## config.mk

```make
export PLATFORM = sky130hd
export DESIGN_NAME = player_state_mailbox
export DESIGN_NICKNAME = d
export VERILOG_FILES = /design/src/rtl/psm_pkg.sv /design/src/rtl/psm_slot_ager.sv /design/src/rtl/player_state_mailbox.sv
export SDC_FILE = /design/constraint.sdc
export NUM_CORES = 1
export LEC_CHECK = 0
export BUFFER_PORTS_ARGS = -buffer_cell sky130_fd_sc_hd__buf_2
export CAP_MARGIN = 20
export CORE_AREA = 2 2 194 196
export DETAILED_ROUTE_END_ITERATION = 10
export DIE_AREA = 0 0 196 198
export PLACE_DENSITY_LB_ADDON = 0.25
export REMOVE_ABC_BUFFERS = 1
export SLEW_MARGIN = 0
export SYNTH_ARGS = -nofsm -noshare
export SYNTH_HDL_FRONTEND = slang
export SYNTH_SLANG_ARGS = --single-unit
export TNS_END_PERCENT = 30
```

## constraint.sdc

```tcl
create_clock -name clk_in -period 5.2 [get_ports clk_in]
set_input_delay 1.56 -clock clk_in [delete_from_list [all_inputs] [get_ports clk_in]]
set_output_delay 1.56 -clock clk_in [all_outputs]
set_load 0.01 [all_outputs]
```

## src/rtl/psm_pkg.sv

```systemverilog
// psm_pkg: types and constants shared by the player state mailbox, the
// transmit path and the game logic.
//
// player_state_t fixes the on-wire layout of one 44-bit kart state word, MSB first:
//   x[10:0], pad, y[10:0], pad, dir[8:0], pad[2:0], game[2:0], pad, rst, pad[2:0]
// The padding positions are fixed so that every consumer agrees on bit offsets.
// The *_LSB constants give the field positions inside the flat word.
package psm_pkg;

    typedef struct packed {
        logic [10:0] x;
        logic        pad0;
        logic [10:0] y;
        logic        pad1;
        logic [8:0]  dir;
        logic [2:0]  pad2;
        logic [2:0]  game;
        logic        pad3;
        logic        rst;
        logic [2:0]  pad4;
    } player_state_t;

    localparam int PSM_STATE_W = $bits(player_state_t);

    // Field offsets inside the flat state word
    localparam int X_LSB    = 33;
    localparam int X_W      = 11;
    localparam int Y_LSB    = 21;
    localparam int Y_W      = 11;
    localparam int DIR_LSB  = 11;
    localparam int DIR_W    = 9;
    localparam int GAME_LSB = 5;
    localparam int GAME_W   = 3;
    localparam int RST_BIT  = 3;

    // Default build parameters
    localparam int DEF_NUM_PLAYERS = 4;
    localparam int DEF_TIMEOUT_CYC = 6_500_000;
    localparam int DEF_SEQ_W       = 8;
    localparam int DEF_CNT_W       = 16;

endpackage

```

## src/rtl/psm_slot_ager.sv

```systemverilog
// psm_slot_ager: liveness tracker for one mailbox slot.
//
// Ports:
//   clk_in    in   game/pixel clock
//   rst_in_n  in   asynchronous active-low reset
//   accept    in   a write to this slot is accepted this cycle
//   alive     out  slot has been written and has not timed out
//
// The age counter restarts on every accepted write and saturates at
// TIMEOUT_CYC. Reaching TIMEOUT_CYC clears the seen flag, so the slot reads
// dead until the next accepted write.
module psm_slot_ager
    import psm_pkg::*;
#(
    parameter int TIMEOUT_CYC = DEF_TIMEOUT_CYC
) (
    input  logic clk_in,
    input  logic rst_in_n,
    input  logic accept,
    output logic alive
);

    localparam int AGE_W = $clog2(TIMEOUT_CYC + 1);
    localparam logic [AGE_W-1:0] AGE_MAX = AGE_W'(TIMEOUT_CYC);

    logic [AGE_W-1:0] age_q, age_d;
    logic             seen_q, seen_d;

    always_comb begin
        age_d  = age_q;
        seen_d = seen_q;
        if (accept) begin
            age_d  = '0;
            seen_d = 1'b1;
        end else if (age_q != AGE_MAX) begin
            age_d = age_q + AGE_W'(1);
            if (age_d == AGE_MAX) begin
                seen_d = 1'b0;
            end
        end
    end

    always_ff @(posedge clk_in or negedge rst_in_n) begin
        if (!rst_in_n) begin
            age_q  <= '0;
            seen_q <= 1'b0;
        end else begin
            age_q  <= age_d;
            seen_q <= seen_d;
        end
    end

    assign alive = seen_q && (age_q != AGE_MAX);

endmodule

```

## src/rtl/player_state_mailbox.sv

```systemverilog
// player_state_mailbox: N-slot mailbox for remote kart state in the game/pixel
// clock domain. Keeps the latest state word per player slot, publishes a
// tear-free snapshot of every slot once per frame and tracks per-slot link
// liveness by timeout.
//
// Ports:
//   clk_in      in   game/pixel clock
//   rst_in_n    in   asynchronous active-low reset
//   in_valid    in   one-cycle strobe, in_id/in_data/in_seq valid
//   in_id       in   destination slot
//   in_data     in   player state word
//   in_seq      in   packet sequence number
//   frame_tick  in   one-cycle strobe at frame start
//   snap_valid  out  one-cycle pulse when snapshot outputs update
//   snap_data   out  snapshot, slot i at [i*STATE_W +: STATE_W]
//   snap_alive  out  per-slot liveness at snapshot time
//   snap_fresh  out  slot accepted a write since the previous snapshot
//   rx_cnt      out  accepted writes, saturating
//   drop_cnt    out  rejected writes, saturating
//
// Optional feature: define PSM_SEQ_CHECK_EN to keep a per-slot last sequence
// number and reject stale or duplicate packets. Without it in_seq is ignored
// and every in-range ID is accepted.
module player_state_mailbox
    import psm_pkg::*;
#(
    parameter  int NUM_PLAYERS = DEF_NUM_PLAYERS,
    parameter  int STATE_W     = PSM_STATE_W,
    parameter  int TIMEOUT_CYC = DEF_TIMEOUT_CYC,
    parameter  int SEQ_W       = DEF_SEQ_W,
    parameter  int CNT_W       = DEF_CNT_W,
    localparam int ID_W        = (NUM_PLAYERS > 1) ? $clog2(NUM_PLAYERS) : 1
) (
    input  logic                           clk_in,
    input  logic                           rst_in_n,
    input  logic                           in_valid,
    input  logic [ID_W-1:0]                in_id,
    input  logic [STATE_W-1:0]             in_data,
    input  logic [SEQ_W-1:0]               in_seq,
    input  logic                           frame_tick,
    output logic                           snap_valid,
    output logic [NUM_PLAYERS*STATE_W-1:0] snap_data,
    output logic [NUM_PLAYERS-1:0]         snap_alive,
    output logic [NUM_PLAYERS-1:0]         snap_fresh,
    output logic [CNT_W-1:0]               rx_cnt,
    output logic [CNT_W-1:0]               drop_cnt
);

    logic [NUM_PLAYERS-1:0][STATE_W-1:0] shadow_q, shadow_d;
    logic [NUM_PLAYERS-1:0][STATE_W-1:0] snap_data_q, snap_data_d;
    logic [NUM_PLAYERS-1:0]              snap_alive_q, snap_alive_d;
    logic [NUM_PLAYERS-1:0]              snap_fresh_q, snap_fresh_d;
    logic                                snap_valid_q, snap_valid_d;
    logic [NUM_PLAYERS-1:0]              fresh_q, fresh_d;
    logic [CNT_W-1:0]                    rx_cnt_q, rx_cnt_d;
    logic [CNT_W-1:0]                    drop_cnt_q, drop_cnt_d;

    logic [NUM_PLAYERS-1:0] alive;
    logic [NUM_PLAYERS-1:0] accept_vec;
    logic                   id_ok;
    logic                   seq_ok;
    logic                   accept;
    logic                   drop;

    // The ager's alive flag doubles as the "seen" flag for sequence checking,
    // since a slot stops being seen exactly when it times out.
    for (genvar g = 0; g < NUM_PLAYERS; g++) begin : g_slot
        psm_slot_ager #(
            .TIMEOUT_CYC(TIMEOUT_CYC)
        ) u_ager (
            .clk_in  (clk_in),
            .rst_in_n(rst_in_n),
            .accept  (accept_vec[g]),
            .alive   (alive[g])
        );
    end

`ifdef PSM_SEQ_CHECK_EN
    logic [NUM_PLAYERS-1:0][SEQ_W-1:0] last_seq_q, last_seq_d;
    logic [SEQ_W-1:0]                  seq_last;
    logic [SEQ_W-1:0]                  seq_delta;
    logic                              seen_sel;

    // Serial-number comparison: a packet is newer when the modular distance
    // from the last accepted number is in the forward half-window. An unseen
    // (never written or timed out) slot takes any number.
    always_comb begin
        seq_last = '0;
        seen_sel = 1'b0;
        for (int i = 0; i < NUM_PLAYERS; i++) begin
            if (in_id == ID_W'(i)) begin
                seq_last = last_seq_q[i];
                seen_sel = alive[i];
            end
        end
        seq_delta = in_seq - seq_last;
        seq_ok    = !seen_sel || ((seq_delta != '0) && !seq_delta[SEQ_W-1]);
        last_seq_d = last_seq_q;
        for (int i = 0; i < NUM_PLAYERS; i++) begin
            if (accept_vec[i]) begin
                last_seq_d[i] = in_seq;
            end
        end
    end

    always_ff @(posedge clk_in or negedge rst_in_n) begin
        if (!rst_in_n) begin
            last_seq_q <= '0;
        end else begin
            last_seq_q <= last_seq_d;
        end
    end
`else
    logic unused_seq;
    assign unused_seq = ^in_seq;
    assign seq_ok     = 1'b1;
`endif

    // Accept/drop decode. Only one input port exists, so at most one counter
    // event happens per cycle.
    always_comb begin
        id_ok  = (32'(in_id) < NUM_PLAYERS);
        accept = in_valid && id_ok && seq_ok;
        drop   = in_valid && !(id_ok && seq_ok);
        for (int i = 0; i < NUM_PLAYERS; i++) begin
            accept_vec[i] = accept && (in_id == ID_W'(i));
        end
    end

    // Shadow, freshness and snapshot. The snapshot is taken from the next-state
    // shadow so a write landing in the tick cycle is forwarded into the
    // snapshot; its fresh bit goes into the snapshot and the accumulator ends
    // cleared.
    always_comb begin
        shadow_d     = shadow_q;
        snap_data_d  = snap_data_q;
        snap_alive_d = snap_alive_q;
        snap_fresh_d = snap_fresh_q;
        snap_valid_d = frame_tick;
        fresh_d      = fresh_q | accept_vec;
        for (int i = 0; i < NUM_PLAYERS; i++) begin
            if (accept_vec[i]) begin
                shadow_d[i] = in_data;
            end
        end
        if (frame_tick) begin
            snap_data_d  = shadow_d;
            snap_alive_d = alive | accept_vec;
            snap_fresh_d = fresh_q | accept_vec;
            fresh_d      = '0;
        end
    end

    // Saturating statistics counters
    always_comb begin
        rx_cnt_d   = rx_cnt_q;
        drop_cnt_d = drop_cnt_q;
        if (accept && (rx_cnt_q != '1)) begin
            rx_cnt_d = rx_cnt_q + CNT_W'(1);
        end
        if (drop && (drop_cnt_q != '1)) begin
            drop_cnt_d = drop_cnt_q + CNT_W'(1);
        end
    end

    always_ff @(posedge clk_in or negedge rst_in_n) begin
        if (!rst_in_n) begin
            shadow_q     <= '0;
            snap_data_q  <= '0;
            snap_alive_q <= '0;
            snap_fresh_q <= '0;
            snap_valid_q <= 1'b0;
            fresh_q      <= '0;
            rx_cnt_q     <= '0;
            drop_cnt_q   <= '0;
        end else begin
            shadow_q     <= shadow_d;
            snap_data_q  <= snap_data_d;
            snap_alive_q <= snap_alive_d;
            snap_fresh_q <= snap_fresh_d;
            snap_valid_q <= snap_valid_d;
            fresh_q      <= fresh_d;
            rx_cnt_q     <= rx_cnt_d;
            drop_cnt_q   <= drop_cnt_d;
        end
    end

    assign snap_valid = snap_valid_q;
    assign snap_data  = snap_data_q;
    assign snap_alive = snap_alive_q;
    assign snap_fresh = snap_fresh_q;
    assign rx_cnt     = rx_cnt_q;
    assign drop_cnt   = drop_cnt_q;

endmodule
```

==> impl_metrics.ini <==
[route]
postRouteAntennaNets = 0
drc = 0
via_per_inst = 5.58
num_vias = 14930
wire_per_inst_um = 17.7
wl_um = 47300
drtIter0Drc = 906
dr.pass1.iters = 5

[critical_path]
crit_chain = buf_2 -> and3b_2 -> buf_4 -> nand2_1 -> a31oi_1
setup.worst_path.end_class = flop
cp_slowest_cell = and3b_2
path_max_fanout = 29
critPathLaunchType = primary input
cp.required_ns = 5.68
max_stage_delay_ns = 0.77
crit_arrival_ns = 3.41
path_class = in2reg
path_buf_inv = 2
critPathTopFamily = simple AND/OR/NAND/NOR gates

[synthesis]
synth.distinct_cells = 64
synth_seq_area_share_pct = 59.9
synth_area_per_cell_um2 = 10.2
syn_area_um2 = 19900
synth_top_cell_by_area = dfrtp_1
synth_cells = 1949
ys_ff_latch = 477
synth.top_cell.area_share_pct = 59.9
ys.flop_type = dfrtp_1
yosysWarnings = 0
synthTopCellsByArea = dfrtp_1 (60%), nand2_1 (8.8%), mux2_2 (5.1%)
synth_enable_flop_cells = 0
synthArstFlopShare_pct = 100

[place]
gp_congestion = 0.875
post-place-ws_ns = 1.67
portBuffers = 250
placed_cell_area_um2 = 21600
dp_cells = 2587
dp_hpwl_um = 30200

[timing]
finalSetupViolCount = 0
hold_viol = 0
finalClockSkew_ns = 0.0165
fin_crit_sh_pct = 56.3
period_minus_slack_ns = 2.93
fin_ws_ns = 2.27
hold-worst-slack_ns = 0.467
rsz0062_at_grt = false
fmax_mhz = 342
worstMarginPinSlew_ns = 0.943
drv_slew = 0
slew_headroom_pct = 37.1
fin_tns_setup_ns = 0

[clocking]
clk_pin_slew_ns = 0.06
root_buffer = clkbuf_16
clkSinkCount = 477
clk_path_buf_depth = 3
cts_setup_buffers = 0
cts_tree = yes
htreeDepth = 2
cts_hold_buf = 0
ctsResizeCount = 0
clk_latency_ns = 0.59
cts_made_buffers = 48

[hold_path]
hold_path.class = reg2reg

[job]
drv_cap = 0

[floorplan]
top_level_ports = 275
dieArea_um2 = 38800
core_area_um2 = 37000
dieWidth_um = 196
placementRows = 71
initial_core_util_pct = 53.9
die_h_um = 198

[layout]
area_growth_syn_to_layout_pct = 15.9
layout_commonest_cell = dfrtp_1
fin_cells = 2675
fill_cells = 2995
mostFrequentLayoutCells = dfrtp_1 (477), nand2_1 (465), nor2_1 (250)
final_nets = 2230
drive_gt1_share_pct = 21.0
utilization_pct = 62.5
final_area_um2 = 23100

[grt]
grt_pass1_vias = 14888
grt_pass1_wl_um = 76900
grt_overflow = 0
track_usage_pct = 24.7
grt_start_max_net_pins = 137
antenna_found_initial = 2

[power_and_ir_drop]
power.total_mw = 9.44
power_per_cell_area_nw_per_um2 = 408
p_leak_nw = 11.0
peakVddDrop_uv = 435

[run_status]
status = finished, final reports clean
==> worst paths after layout <==
path | startpoint | endpoint | slack (ns) | cells after the start
max reg2reg | g_slot[3].u_ager.age_q[0] | g_slot[3].u_ager.seen_q | 2.77 | 7
max | in_valid | snap_data[51] | 2.27 | 5
min in group asynchronous | rst_in_n | snap_data[50] | 0.93 | 1
max in group asynchronous | rst_in_n | shadow_q[46] | 3.13 | 2
min reg2reg | shadow_q[124] | shadow_q[124] | 0.47 | 2
min | shadow_q[124] | shadow_q[124] | 0.47 | 2
==> area by class of cell <==
cell class | instances | area [um2] | area share [%]
clock inverter | 14 | 86.3 | 0.374
antenna | 1 | 2.50 | 0.0108
sequential | 477 | 11900 | 51.7
multi-input combinational | 1349 | 7480 | 32.4
tap | 474 | 593 | 2.57
timing repair buffer | 272 | 1500 | 6.49
clock buffer | 73 | 1460 | 6.30
inverter | 15 | 56.3 | 0.244
==> cell usage after synthesis, drive strengths merged, types with 4 or more instances <==
| library cell | number |
|---|---|
| buf | 44 |
| a31oi | 138 |
| nand2b | 5 |
| nor4 | 16 |
| a21oi | 28 |
| nand2 | 466 |
| or3 | 9 |
| nand3b | 8 |
| nor2 | 251 |
| inv | 15 |
| o21ai | 16 |
| nand3 | 40 |
| nor3b | 10 |
| o211ai | 4 |
| or4 | 8 |
| and3 | 17 |
| xnor2 | 44 |
| o22ai | 4 |
| and2 | 14 |
| or2 | 5 |
| nor4b | 5 |
| mux2 | 92 |
| nand4b | 6 |
| clkbuf | 79 |
| ha | 9 |
| xor2 | 48 |
| nand4 | 37 |
| o31ai | 4 |
| dfrtp | 477 |
| and4 | 9 |
| nor3 | 10 |
==> where the power goes <==
group          total, mW  internal (mW)  switching (mW)  leakage [nW]
registers           4.60           4.27           0.329          5.89
logic               1.47          0.598           0.874          4.35
clock network       3.37           1.93            1.44         0.765
total               9.44           6.80            2.64          11.0
==> tightest hold or removal path, cell delays in order (launching register included) <==
cell     delay, ns
dfrtp_1       0.32
nand2_1       0.06
nand2_1       0.06
==> state kept, by name, indices dropped and copies added, names as in the netlist <==
register              count
shadow_q                176
snap_data               176
g_slot.u_ager.age_q      92
rx_cnt                   16
fresh_q                   4
g_slot.u_ager.seen_q      4
snap_alive                4
snap_fresh                4
snap_valid                1
==> cells by family after synthesis <==
kind of cell | Yosys count | synth area share, %
flip-flops | 477 | 59.9
adder cells (fa/ha/maj) | 9 | 0.565
XOR/XNOR | 92 | 4.04
other | 1 | 0.0188
AND/OR/NAND/NOR | 926 | 20.5
buffers and inverters | 138 | 2.99
multiplexers | 95 | 5.37
AO/OA/AOI/OAI | 211 | 6.60
==> routing by layer <==
metal	share of wire, %	GRT usage [%]	up-vias	wire length [um]
met4	2.1	7.86	2	985
met3	6.9	6.42	71	3270
met2	46	39.3	390	22000
li1	-	-	7015	-
met1	45	33.3	7452	21100
met5	0.023	0	-	11
No activity file was read; power rests on OpenSTA's default activity.
